$ cat src/rtl/crc_pkg.sv
// Shared constants, FSM state type and the single-bit CRC-32 update used by the
// frame checker.
package crc_pkg;

  localparam logic [31:0] CRC_POLY_REFL = 32'hEDB88320;
  localparam logic [31:0] CRC_INIT      = 32'hFFFFFFFF;
  localparam logic [31:0] CRC_XOROUT    = 32'hFFFFFFFF;
  localparam int unsigned CRC_BYTES     = 4;

  typedef enum logic [2:0] {
    StIdle,
    StShift,
    StWaitPay,
    StTrailer,
    StDone
  } state_e;

  // One LSB-first step of the reflected CRC-32.
  function automatic logic [31:0] crc32_step(input logic [31:0] crc, input logic din);
    logic fb;
    fb = crc[0] ^ din;
    return (crc >> 1) ^ (fb ? CRC_POLY_REFL : 32'h0000_0000);
  endfunction

endpackage

$ cat src/rtl/crc32_serial_engine.sv
// Bit-serial CRC-32 register: load to the init value, or advance one data bit
// per enabled cycle.
module crc32_serial_engine
  import crc_pkg::*;
(
  input  logic        clk,
  input  logic        rst_n,
  input  logic        load_init,
  input  logic        step_en,
  input  logic        data_bit,
  output logic [31:0] crc
);

  logic [31:0] crc_q, crc_d;

  always_comb begin
    crc_d = crc_q;
    if (load_init) begin
      crc_d = CRC_INIT;
    end else if (step_en) begin
      crc_d = crc32_step(crc_q, data_bit);
    end
  end

  always_ff @(posedge clk or negedge rst_n) begin
    if (!rst_n) begin
      crc_q <= CRC_INIT;
    end else begin
      crc_q <= crc_d;
    end
  end

  assign crc = crc_q;

endmodule

$ cat config.mk
export PLATFORM = sky130hd
export DESIGN_NAME = crc32_serial_engine
export DESIGN_NICKNAME = d
export VERILOG_FILES = /design/src/rtl/crc_pkg.sv /design/src/rtl/crc32_serial_engine.sv
export SDC_FILE = /design/constraint.sdc
export NUM_CORES = 1
export LEC_CHECK = 0
export ABC_AREA = 1
export BUFFER_PORTS_ARGS = -buffer_cell sky130_fd_sc_hd__clkbuf_2
export CORE_MARGIN = 3
export CORE_UTILIZATION = 40
export CTS_CLUSTER_DIAMETER = 40
export DETAILED_ROUTE_END_ITERATION = 16
export HOLD_SLACK_MARGIN = 0.15
export PLACE_DENSITY = 0.65
export SLEW_MARGIN = 20
export SYNTH_ARGS = -nofsm -noshare
export SYNTH_HDL_FRONTEND = slang
export SYNTH_SLANG_ARGS = --single-unit
export TNS_END_PERCENT = 30
$ cat constraint.sdc
create_clock -name clk -period 3.57 [get_ports clk]
set_input_delay 0.5355 -clock clk [delete_from_list [all_inputs] [get_ports clk]]
set_output_delay 0.5355 -clock clk [all_outputs]
set_load 0.05 [all_outputs]
==> run metrics <==
Die Wd about 70 µm; post-synthesis cell count around 170; dpl cells 251; nets 215; synth warn 0; critical path capture point type output port; Leak 1.03 nW; vias in the first global route 1,158; CTS resizes 0; global route total overflow 0; clk_skew roughly 0.0083 ns; drt wl/cell ~12 µm; global-route wire length before repair 5310 µm; RSZ-0062 raised after global routing false; routed via count 1,215; Max Root-Sink Buffers 2; Placer Congestion 0.828; Slew @ Worst Pin 0.774 ns; Worst-Skew Late Latency 0.28 ns; Mapped Area 1570 µm²; Initial Util a little over two fifths; CP required 3.03 ns; peak supply drop between 200 and 300 µV; Total Routed Length 3160 µm; Final Instance Count excl. Fillers about 260; Avg Cell Area, Syn 9.10 µm²; Clock transition at path regs 0.07 ns; setup tns final 0 ns; Die H between 60 and 70 µm; #FFs+latches synth 32; Detailed Place HPWL between 2000 and 2500 µm; reg2reg setup slack around 2.2 ns; Worst Path Buf+Inv 1; Comb power frac 17.6%; Critical Path AT approximately 1.1 ns; Clock Sinks 32; fmax between 0.6 and 0.7 GHz; P&R area growth vs syn 20.7%; Critical Path Fanout Max 4; largest net degree at the start of global routing 33; outcome complete, no violations; post-synthesis cell type count 16; sequential fraction of design power a little over two fifths; Pint 0.000681 W; layout cell share with drive strength beyond 1 roughly 43%; Tot GR Track Use 15.7%; CTS buffer count 5; clock group share of total power 39.4%; I/O Buffers 36; critical path type reg -> out; Post-CTS Setup Bufs 0; core area 3720 µm²; Final Cell Area 1890 µm²; Post-route DRC 0; Top-Level Pins 37; Hold Fails Final Rpt 0; Tmin final 1.66 ns; CTS root buf clkbuf_8; DR iter-0 viols 91; antenna violations before repair 0; Sw Ratio between 20 and 30%; CP top delay family flip-flops; max incr delay on CP 0.56 ns; final setup fails 0; Critical Path Source Type flop; Die ar. ~4700 µm²; Std-Cell Rows 22; crit-path cells clkbuf_2; synthesized net count 177; Max Slew Vio Count 0; Pwr per Cell Area 507 nW/µm²; sw power 0.000277 W; Antenna diodes 0; DRT Pass-1 Iters 4; Max Cap Violations 0; DRT antenna net count 0; Critical-path top delay cell dfstp_2; Largest register FFs 32; post-synthesis sequential area ratio 53.7%; DR vias/cell 4.69; worst hold path class reg -> reg; CTS tree yes; fin crit share a little under half; slew margin rel. between 40% and 50%; CTS H-Tree Depth 2; hold_buf cts 0; placed inst area between 1500 and 2000 µm²
## final cells by class
| cell class | count | area [µm²] |
|---|---|---|
| fillers | 354 | 1830 |
| flip-flops and latches | 32 | 841 |
| multi-input cells | 101 | 554 |
| repair buffers | 36 | 180 |
| inverters | 34 | 128 |
| clock buffers | 7 | 96.3 |
| well taps | 48 | 60.1 |
| clock inverters | 1 | 30.0 |
## final timing paths
path / startpoint / to / depth (start not counted)
max: crc[0] / crc[0] / 1
min: crc[5] / crc[4] / 2
max reg2reg: crc[0] / crc[29] / 6
min reg2reg: crc[5] / crc[4] / 2
max in group asynchronous: rst_n / crc[21] / 1
min in group asynchronous: rst_n / crc[2] / 1
## power by group through the flow
stage	combinational [W]	sequential, W	clock (W)
2_1_floorplan	0.0000584	0.000490	0
3_3_place_gp	0.000169	0.000418	0
3_5_place_dp	0.000169	0.000418	0
4_1_cts	0.000170	0.000413	0.000388
5_1_grt	0.000184	0.000416	0.000404
6_report	0.000168	0.000412	0.000377
## metal layers
| layer | vias up | wire length [µm] | GRT usage (%) |
|---|---|---|---|
| li1 | 615 | - | - |
| met5 | - | 0 | 0 |
| met4 | 0 | 63 | 6.70 |
| met3 | 4 | 200 | 5.51 |
| met1 | 564 | 1520 | 20.9 |
| met2 | 32 | 1370 | 22.9 |
## layout by cell type (no fill, tap or decap)
cell type / instances
a22oi_2: 10
inv_2: 1
o21ai_0: 5
nand3_1: 19
clkbuf_8: 7
inv_1: 33
bufinv_16: 1
a22oi_1: 4
nor2_4: 1
or2_1: 3
nand2_1: 50
dfstp_2: 32
clkbuf_2: 36
nor2_8: 1
a21oi_1: 7
or2_2: 1
## stage by stage
step | worst slack, ns | hold slack, ns | util, % | power, W
2_1_floorplan | 2.19 | 0.388 | - | 0.000548
3_3_place_gp | 1.82 | 0.490 | 47.4 | 0.000587
3_5_place_dp | 1.78 | 0.494 | 47.4 | 0.000587
4_1_cts | 1.90 | 0.504 | 50.8 | 0.000970
5_1_grt | 1.87 | 0.511 | 50.8 | 0.00100
6_report | 1.91 | 0.501 | 50.8 | 0.000957
## kinds of logic after synthesis
kind of cell / synth area share [%]
AND/OR/NAND/NOR: 21.7
buffers and inverters: 10.9
AO/OA/AOI/OAI: 13.7
flip-flops: 53.7
## cells in the mapped netlist (all sizes together)
cell type / n / area, µm²
o21ai: 5 / 25.0
a22oi: 14 / 155
nor2: 2 / 31.3
buf: 4 / 38.8
a21oi: 7 / 35.0
or2: 4 / 25.0
clkbuf: 1 / 3.75
nand3: 19 / 95.1
dfstp: 32 / 841
inv: 34 / 128
nand2: 50 / 188
No activity file was read; power rests on OpenSTA's default activity.
